`config.mk`:
```
export PLATFORM = sky130hd
export DESIGN_NAME = exu_bp_upd_q
export DESIGN_NICKNAME = d
export VERILOG_FILES = /design/src/rtl/exu_bp_upd_q_pkg.sv /design/src/rtl/exu_bp_upd_stats.sv /design/src/rtl/exu_bp_upd_q.sv
export SDC_FILE = /design/constraint.sdc
export NUM_CORES = 1
export LEC_CHECK = 0
export CAP_MARGIN = 20
export CORE_MARGIN = 2
export CORE_UTILIZATION = 58
export CTS_BUF_LIST = sky130_fd_sc_hd__clkbuf_4 sky130_fd_sc_hd__clkbuf_8
export DETAILED_ROUTE_END_ITERATION = 12
export PLACE_DENSITY = 0.82
export SYNTH_ARGS = -nofsm -noshare
export SYNTH_HDL_FRONTEND = slang
export SYNTH_SLANG_ARGS = --single-unit
```
`constraint.sdc`:
```
create_clock -name clk -period 12.25 [get_ports clk]
set_input_delay 3.0625 -clock clk [delete_from_list [all_inputs] [get_ports clk]]
set_output_delay 3.0625 -clock clk [all_outputs]
set_load 0.01 [all_outputs]
```
`src/rtl/exu_bp_upd_q_pkg.sv`:
```
// Shared types for the EXU branch-predictor update path.
package veer_types;

    localparam int BP_UPD_DEPTH_MAX = 16;

    typedef struct packed {
        logic        misp;
        logic        ataken;
        logic [1:0]  hist;
        logic        way;
        logic        pcall;
        logic        pret;
        logic        pja;
        logic [31:1] pc;
        logic [31:1] target;
    } bp_upd_pkt_t;

endpackage

```
`src/rtl/exu_bp_upd_stats.sv`:
```
// Push / mispredict / drop event counters for the branch-predictor update queue.
module exu_bp_upd_stats (
    input  logic        clk,
    input  logic        rst,
    input  logic        push,
    input  logic        push_misp,
    input  logic        drop,
    output logic [31:0] stat_push,
    output logic [31:0] stat_misp,
    output logic [31:0] stat_drop
);

    // Free-running wrap-around counters; only rst clears them, never a queue flush.
    always_ff @(posedge clk or posedge rst) begin
        if (rst) begin
            stat_push <= 32'd0;
            stat_misp <= 32'd0;
            stat_drop <= 32'd0;
        end else begin
            if (push) begin
                stat_push <= stat_push + 32'd1;
            end
            if (push_misp) begin
                stat_misp <= stat_misp + 32'd1;
            end
            if (drop) begin
                stat_drop <= stat_drop + 32'd1;
            end
        end
    end

endmodule

```
`src/rtl/exu_bp_upd_q.sv`:
```
// In-order FIFO between EXU branch resolution and the IFU BHT/BTB write port.
// Optional event counters are built when EXU_BP_STATS_EN is defined.
module exu_bp_upd_q
    import veer_types::*;
#(
    parameter int DEPTH = 4
) (
    input  logic        clk,
    input  logic        rst,
    input  logic        in_valid,
    input  bp_upd_pkt_t in_pkt,
    input  logic        clear,
    output logic        upd_valid,
    output bp_upd_pkt_t upd_pkt,
    input  logic        upd_ready,
    output logic        drop,
    output logic        q_empty,
    output logic        q_full
`ifdef EXU_BP_STATS_EN
    ,
    output logic [31:0] stat_push,
    output logic [31:0] stat_misp,
    output logic [31:0] stat_drop
`endif
);

    localparam int PTRW = $clog2(DEPTH);
    localparam logic [PTRW:0] PTR_ONE = (PTRW+1)'(1);

    // Pointers carry an extra wrap bit so full and empty are distinguishable.
    logic [PTRW:0]  wr_ptr_r;
    logic [PTRW:0]  rd_ptr_r;
    bp_upd_pkt_t    entry_r [DEPTH];
    logic [DEPTH-1:0] we_s;
    logic           empty_s;
    logic           full_s;
    logic           pop_s;
    logic           push_s;
    logic           drop_s;

    // Queue status and handshake qualification; clear suppresses both push and pop.
    always_comb begin
        empty_s = (wr_ptr_r == rd_ptr_r);
        full_s  = (wr_ptr_r[PTRW-1:0] == rd_ptr_r[PTRW-1:0]) &&
                  (wr_ptr_r[PTRW] != rd_ptr_r[PTRW]);
        pop_s   = ~empty_s & upd_ready & ~clear;
        push_s  = in_valid & (~full_s | pop_s) & ~clear;
        drop_s  = in_valid & full_s & ~pop_s & ~clear;
        we_s    = '0;
        for (int i = 0; i < DEPTH; i++) begin
            if (push_s && (wr_ptr_r[PTRW-1:0] == PTRW'(i))) begin
                we_s[i] = 1'b1;
            end else begin
                we_s[i] = 1'b0;
            end
        end
    end

    // Read/write pointer registers.
    always_ff @(posedge clk or posedge rst) begin
        if (rst) begin
            wr_ptr_r <= '0;
            rd_ptr_r <= '0;
        end else if (clear) begin
            wr_ptr_r <= '0;
            rd_ptr_r <= '0;
        end else begin
            if (push_s) begin
                wr_ptr_r <= wr_ptr_r + PTR_ONE;
            end
            if (pop_s) begin
                rd_ptr_r <= rd_ptr_r + PTR_ONE;
            end
        end
    end

    // Enabled entry storage; reset to zero so the head reads all zeros out of reset.
    always_ff @(posedge clk or posedge rst) begin
        if (rst) begin
            for (int i = 0; i < DEPTH; i++) begin
                entry_r[i] <= '0;
            end
        end else begin
            for (int i = 0; i < DEPTH; i++) begin
                if (we_s[i]) begin
                    entry_r[i] <= in_pkt;
                end
            end
        end
    end

    assign upd_valid = ~empty_s;
    assign upd_pkt   = entry_r[rd_ptr_r[PTRW-1:0]];
    assign q_empty   = empty_s;
    assign q_full    = full_s;
    assign drop      = drop_s;

`ifdef EXU_BP_STATS_EN
    exu_bp_upd_stats u_stats (
        .clk       (clk),
        .rst       (rst),
        .push      (push_s),
        .push_misp (push_s & in_pkt.misp),
        .drop      (drop_s),
        .stat_push (stat_push),
        .stat_misp (stat_misp),
        .stat_drop (stat_drop)
    );
`endif

endmodule

```
After elaboration in Yosys (flattened, before gate mapping). Index checks and enable logic that the tools add are counted.

Add/subtract/negate cells: 2. $lt $le $gt $ge: 1. Multiplexer cells: 11. Reductions and logical operators: 8. Equal/unequal tests: 6. Bitwise gates (word level): 13.

Operators by type and width (count): 70-bit binary-select mux with 2-bit select (1); 70-bit two-way mux (2); 3-bit two-way mux (4); 1-bit AND (7); 3-bit by 1-bit adder with 3-bit output (second input constant) (2); 1-bit logical AND (5); 2-bit equality test (second input constant) (2); 1-bit two-way mux (4); 1-bit inverter (4); 2-bit nonzero test (2); 3-bit equality test (1); 3-bit >= comparator (second input constant) (1); 2-bit inverter with 3-bit output (1); 2-bit by 1-bit equality test with 1-bit output (second input constant) (1); 2-bit equality test (1); 2-bit zero test (1); 1-bit != test (1); 1-bit bitwise OR (1).

Word-level logic and storage cells: 79. Register bits after elaboration: 286.

Depth between registers and ports, before layout. Gate-level depths: netlist of the first run.

Word-level depth: 9. Depth in mapped cells: 6.

Worst setup path after synthesis of the first run. No wires, ideal clock.

Path kind: input to output. Start: input upd_ready. End: output drop. Path slack: 5366 ps. Arrival: 3821 ps. Stages: 2. Cell sequence: clkbuf_1 -> nor4_1.

Cells in the longest elaborated chain, start to end: 5.

Ends and longest elaborated chain: from (decl) (RTL line exu_bp_upd_q.sv:15) `input logic upd_ready,`; 1-bit AND (2 in a row) (RTL line exu_bp_upd_q.sv:46) `pop_s = ~empty_s & upd_ready & ~clear;`; 1-bit inverter (RTL line exu_bp_upd_q.sv:48) `drop_s = in_valid & full_s & ~pop_s & ~clear;`; 1-bit AND (2 in a row) (RTL line exu_bp_upd_q.sv:48); to (decl) (RTL line exu_bp_upd_q.sv:16) `output logic drop,`.

No other way between the ends.

Worst setup path in the final report of the first run.
Start: input clear. End: output drop.

Cells in the longest elaborated chain, start to end: 5.

Ends and longest elaborated chain: from (decl) (RTL line exu_bp_upd_q.sv:12) `input logic clear,`; 1-bit inverter * (RTL line exu_bp_upd_q.sv:46, exu_bp_upd_q.sv:48); 1-bit AND (RTL line exu_bp_upd_q.sv:46); 1-bit inverter (RTL line exu_bp_upd_q.sv:48); 1-bit AND (RTL line exu_bp_upd_q.sv:48); 1-bit AND * (RTL line exu_bp_upd_q.sv:48).

Mark *: on every way between the ends. The rest lies on a longest branch, timed or not.

==> results of run 1 <==
power breakdown:
part           switching [mW]  internal [mW]  total [mW]
Sequential              0.155           1.22        1.37
Combinational           0.288          0.534       0.822
Clock                   0.360          0.505       0.864
Total                   0.802           2.26        3.06
sequential cells by signal, indices dropped and copies added, names as in the netlist:
name      cells
entry_r     280
wr_ptr_r      3
rd_ptr_r      3
per-stage QoR:
step | cells | instance area, sq um
4_1_cts | 1212 | 15330
2_1_floorplan | 735 | 12780
5_1_grt | 1212 | 15330
3_5_place_dp | 1129 | 14330
6_report | 1212 | 15330
3_3_place_gp | 1129 | 14330
cell families (layout without fill, tap and decap cells):
logic type,count (synthesis),in the layout,synth area share (%)
DFF,286,286,55.98
and+or+nand+nor,23,23,1.018
AOI/OAI and AO/OA,8,8,1.116
adders and majority gates,5,5,0.4893
muxes,356,356,37.50
xor gates and xnor gates,6,6,0.6754
buffers and inverters,51,248,3.220
area by class of cell:
type                       count  share of cell area, %
multi-input combinational    398                  34.02
clock inverter                 7                 0.4081
clock buffer                  76                  6.129
inverter                       5                 0.1714
timing repair buffer         160                  10.25
tap                          280                  2.285
sequential                   286                  46.73
worst register-to-register path, delay by kind of cell, from the launching register on:
kind,cells,cell delay (ns)
buffers and inverters,2,1.48
muxes,1,0.46
AOI/OAI and AO/OA,1,0.39
DFF,1,0.93
xor gates and xnor gates,1,0.41
routing by layer:
layer,track usage (%),up-vias,routed length [microns]
met1,31.74,3809,11120
met5,0,-,0
met3,5.063,40,1402
met4,6.614,0,473
met2,39.36,194,13430
li1,-,3082,-
layout by cell type (no fill, tap or decap):
cell type,netlist,final
xor2_4,1,1
o41ai_4,4,4
clkinvlp_4,0,1
mux4_2,70,70
and3b_1,4,4
dfrtp_4,0,2
mux2i_1,2,2
nor4_1,1,1
mux2_1,59,59
nor2_1,6,6
buf_4,0,12
bufinv_16,0,1
a31oi_1,2,2
a41oi_1,1,1
xor2_1,1,1
clkinv_2,0,5
nand2_1,3,3
xor2_2,1,1
xnor2_1,2,2
xnor2_2,1,1
mux2_2,225,225
ha_1,5,5
inv_1,5,4
o41a_1,1,1
clkbuf_8,0,59
nand2b_1,5,5
nor2b_1,3,3
dfrtp_1,286,284
inv_8,0,1
nand3_1,1,1
clkdlybuf4s50_1,0,148
clkbuf_4,0,17
worst paths after layout:
kind,to,cells after the start,startpoint
hold reg to reg,entry_r[193],1,entry_r[193]
min in group asynchronous,entry_r[164],2,rst
setup reg to reg,entry_r[255],5,rd_ptr_r[0]
hold / removal,entry_r[193],1,entry_r[193]
max in group asynchronous,entry_r[217],3,rst
setup / recovery,drop,4,clear
==> impl_metrics.csv, run 1 <==
group,metric,value,unit
timing,max-slew-margin-rel,35.84,%
power_and_ir_drop,totalPowerFinal,3.059,mW
yosys,yosysSeqAreaShare,55.98,%
yosys,syn_nets,815,
floorplan,rows,54,
setup_path,arrival,4.75,ns
grt,grt_pass1_vias,8200,
clock_network,cts.reportedPaths.clkPinSlew,0.06,ns
power_and_ir_drop,leakagePower,6.687,nW
clock_network,cts_resized,0,
cells_and_area,syn2layout_area_growth,19.92,%
setup_path,cpLargestDelayFamily,"buffers and inverters",
timing,finalWorstPathRequiredPeriod,7.813,ns
floorplan,core-area,21760,sq um
cells_and_area,final_util,70.47,%
cells_and_area,num-nets-final,978,
routing,final_antenna_net_count,0,
grt,antenna_found_initial,0,
timing,tightest_slew,0.9624,ns
timing,finalHoldViolCount,0,
setup_path,r2r_setup_slack,8.47,ns
place,dpl_worst_slack,4.489,ns
clock_network,hold_buffers,0,
grt,track_usage,23.54,%
setup_path,crit_top_cell,"clkdlybuf4s50_1",
timing,setup_viol,0,
yosys,ys_seq_elements,286,
setup_path,slowest_delay,0.67,ns
yosys,avgSynthCellArea,17.39,sq um
routing,detail_route.wl_per_cell,21.81,microns
setup_path,crit_path_start_kind,"input port",
yosys,ys_types,27,
clock_network,cts_buffer_depth,3,
power_and_ir_drop,vdd_drop_max,0.0001111,V
clock_network,clkLatencyLatePin,0.54,ns
setup_path,crit_fanout,17,
clock_network,h-tree-depth,2,
timing,hold_slack,0.4889,ns
routing,drt_iter0_markers,242,
clock_network,clock_sinks,286,
floorplan,fp.dieW,152.5,microns
timing,rsz0062_at_grt,"false",
run,maxCapViolations,0,
place,dp_hpwl,16.24,mm
setup_path,path_cells,"clkdlybuf4s50_1, nand2b_1, nor4_1, clkdlybuf4s50_1",
floorplan,die_h,152.5,microns
clock_network,cts_setup_buffers,0,
place,gp_congestion,0.8420,
yosys,yosysTopAreaCellShare,55.98,%
yosys,yosysWarnings,0,
floorplan,start_util,58.76,%
routing,viasPerCell,5.879,
setup_path,critPathKind,"input port to primary output",
yosys,synth_top_flop_cell,"dfrtp_1",
yosys,syn_inst,735,
cells_and_area,fillers,1409,
clock_network,cts_tree,"built",
floorplan,dieArea,23250,sq um
cells_and_area,drive_gt1_share,42.92,%
grt,grt_max_degree,135,
clock_network,clockRootBuffer,"clkbuf_8",
clock_network,numCtsBuffers,47,
cells_and_area,diodes,0,
min_path,hold_path_class,"register to register",
yosys,syn_area,12780,sq um
power_and_ir_drop,powerDensity,199.5,nW/um^2
floorplan,io_pins,149,
cells_and_area,seqCellArea,7164,sq um
yosys,synthArstFlopShare,100.0,%
routing,routed_wirelength,26.43,mm
cells_and_area,multi_input_area,5216,sq um
routing,via_count,7125,
yosys,synth.top_cells.by_area,"dfrtp_1, mux2_2, mux4_2",
yosys,synth_most_common_cell,"dfrtp_1",
setup_path,cp_num_buf_inv,2,
yosys,synth_edf_count,0,
timing,fin_skew,0.01265,ns
timing,period_share,63.78,%
grt,grt_pass1_wl,43.61,mm
timing,slew_viol_final,0,
timing,tns,0,ns
grt,overflow,0,
outcome,status,"complete, no violations",
routing,drt_pass1_iterations,4,
yosys,yosysTopAreaCell,"dfrtp_1",
routing,drc_errors,0,
setup_path,cp_data_required_time,9.19,ns
setup_path,slowest_stage,"clkdlybuf4s50_1",
setup_path,end_kind,"primary output",
yosys,ys_top_cells_by_count,"dfrtp_1, mux2_2, mux4_2",
timing,setup_ws,4.437,ns
place,io_buffers,148,
timing,max_freq,128.0,MHz
Power figures use the tool's default switching activity.
==> run 2: changes to the inputs <==
--- a/config.mk
+++ b/config.mk
@@ -7,10 +7,10 @@
 export LEC_CHECK = 0
 export CAP_MARGIN = 20
 export CORE_MARGIN = 2
-export CORE_UTILIZATION = 58
+export CORE_UTILIZATION = 53
 export CTS_BUF_LIST = sky130_fd_sc_hd__clkbuf_4 sky130_fd_sc_hd__clkbuf_8
 export DETAILED_ROUTE_END_ITERATION = 12
-export PLACE_DENSITY = 0.82
+export PLACE_DENSITY = 0.79
 export SYNTH_ARGS = -nofsm -noshare
 export SYNTH_HDL_FRONTEND = slang
 export SYNTH_SLANG_ARGS = --single-unit
==> constraint.sdc (replaced) <==
create_clock -name clk -period 7.1 [get_ports clk]
set_input_delay 1.775 -clock clk [delete_from_list [all_inputs] [get_ports clk]]
set_output_delay 1.775 -clock clk [all_outputs]
set_load 0.01 [all_outputs]
==> run 2 against run 1 <==
  * Design area hardly changed
  * First-iteration DRC count grew 48%
  * Sequential share of layout area is essentially flat
  * Hold slack got worse by 0.0026 ns
  * Highest routed layer unchanged
==> impl_metrics.csv, run 2 (synthesis results as in run 1) <==
group,metric,value,unit
floorplan,core-area,23540,sq um
routing,drt_pass1_iterations,4,
floorplan,fp.dieW,159.3,microns
clock_network,h-tree-depth,2,
clock_network,cts_tree,"built",
timing,rsz0062_at_grt,"false",
timing,tightest_slew,0.9620,ns
grt,grt_max_degree,177,
cells_and_area,final_cell_mix,"dfrtp_1, mux2_2, clkdlybuf4s50_1",
setup_path,crit_path_start_kind,"input port",
floorplan,dieArea,25380,sq um
routing,final_antenna_net_count,0,
grt,grt_pass1_wl,43.40,mm
setup_path,end_kind,"primary output",
cells_and_area,fin_area,15320,sq um
setup_path,cp_data_required_time,5.33,ns
timing,setup_ws,1.849,ns
clock_network,cts_resized,0,
place,place_area,14390,sq um
clock_network,cts_buffer_depth,3,
outcome,status,"complete, no violations",
routing,drc_errors,0,
clock_network,clkLatencyLatePin,0.54,ns
power_and_ir_drop,leakagePower,6.639,nW
floorplan,io_pins,149,
run,maxCapViolations,0,
place,io_buffers,148,
cells_and_area,diodes,0,
timing,max_freq,190.5,MHz
timing,tns,0,ns
cells_and_area,drive_gt1_share,42.42,%
timing,period_share,73.95,%
power_and_ir_drop,vdd_drop_max,0.0001939,V
setup_path,crit_fanout,17,
power_and_ir_drop,totalPowerFinal,5.196,mW
routing,drt_iter0_markers,357,
floorplan,rows,56,
timing,setup_viol,0,
grt,track_usage,21.39,%
cells_and_area,fin_cells,1243,
timing,slew_viol_final,0,
routing,detail_route.wl_per_cell,20.95,microns
routing,routed_wirelength,26.04,mm
clock_network,hold_buffers,0,
place,gp_congestion,0.7779,
clock_network,cts_setup_buffers,0,
timing,finalHoldViolCount,0,
place,dpl_worst_slack,1.892,ns
min_path,hold_path_class,"register to register",
routing,viasPerCell,5.699,
setup_path,critPathKind,"input port to primary output",
cells_and_area,reg_top3,"entry_r x280, rd_ptr_r x3, wr_ptr_r x3",
timing,fin_skew,0.01832,ns
place,placed_cells,1169,
cells_and_area,syn2layout_area_growth,19.83,%
place,dp_hpwl,16.16,mm
grt,grt_pass1_vias,8210,
grt,overflow,0,
floorplan,start_util,54.30,%
grt,antenna_found_initial,0,
clock_network,cts.reportedPaths.clkPinSlew,0.05,ns
setup_path,r2r_setup_slack,3.29,ns
power_and_ir_drop,powerDensity,339.2,nW/um^2
clock_network,clock_sinks,286,
clock_network,clockRootBuffer,"clkbuf_8",
routing,via_count,7084,
cells_and_area,fillers,1697,
cells_and_area,top_register,"entry_r",
cells_and_area,num-nets-final,980,
setup_path,arrival,3.48,ns
cells_and_area,largest_register_ffs,280,
timing,finalWorstPathRequiredPeriod,5.251,ns
floorplan,die_h,159.3,microns
timing,max-slew-margin-rel,35.87,%
cells_and_area,final_common_cell,"dfrtp_1",
clock_network,numCtsBuffers,48,
==> run 2: metal layers <==
| layer | vias up | global-route usage [%] | share of wire [%] |
|---|---|---|---|
| met3 | 61 | 5.132 | 5.4 |
| li1 | 3079 | - | - |
| met2 | 172 | 36.15 | 50 |
| met1 | 3772 | 27.67 | 42 |
| met4 | 0 | 6.694 | 2.3 |
| met5 | - | 0 | 0 |
==> run 2: where the power goes <==
part	internal, mW	switching (mW)
combinational	0.922	0.488
sequential	2.10	0.270
clock	0.813	0.602
total	3.84	1.36
==> run 2: stage by stage <==
step / hold WS, ns / util, %
finish: 0.4862 / 65.07
global route: 0.5043 / 65.07
CTS: 0.4890 / 65.07
global placement: 0.4678 / 61.14
floorplan: 0.4587 / -
detailed placement: 0.4771 / 61.14
==> run 2: cell type report <==
class                   instances  area, sq um  area share (%)
clock buffers                  70        875.8           5.717
clock inverters                 4        50.05          0.3267
inverters                       5        22.52          0.1470
multi-input cells             398         5216           34.05
flip-flops and latches        286         7164           46.77
well taps                     319        399.1           2.605
repair buffers                161         1592           10.39
==> run 2: path summary, 6_finish.rpt <==
path | from | to | depth (start not counted)
max | clear | drop | 4
min | entry_r[130] | entry_r[130] | 1
max reg2reg | rd_ptr_r[1] | entry_r[124] | 6
min reg2reg | entry_r[130] | entry_r[130] | 1
max in group asynchronous | rst | entry_r[54] | 4
min in group asynchronous | rst | entry_r[211] | 3
==> run 2: worst max-delay path: stages <==
cell,delay (ns)
clkdlybuf4s50_1,0.64
nand2b_1,0.27
nor4_1,0.20
clkdlybuf4s50_1,0.59
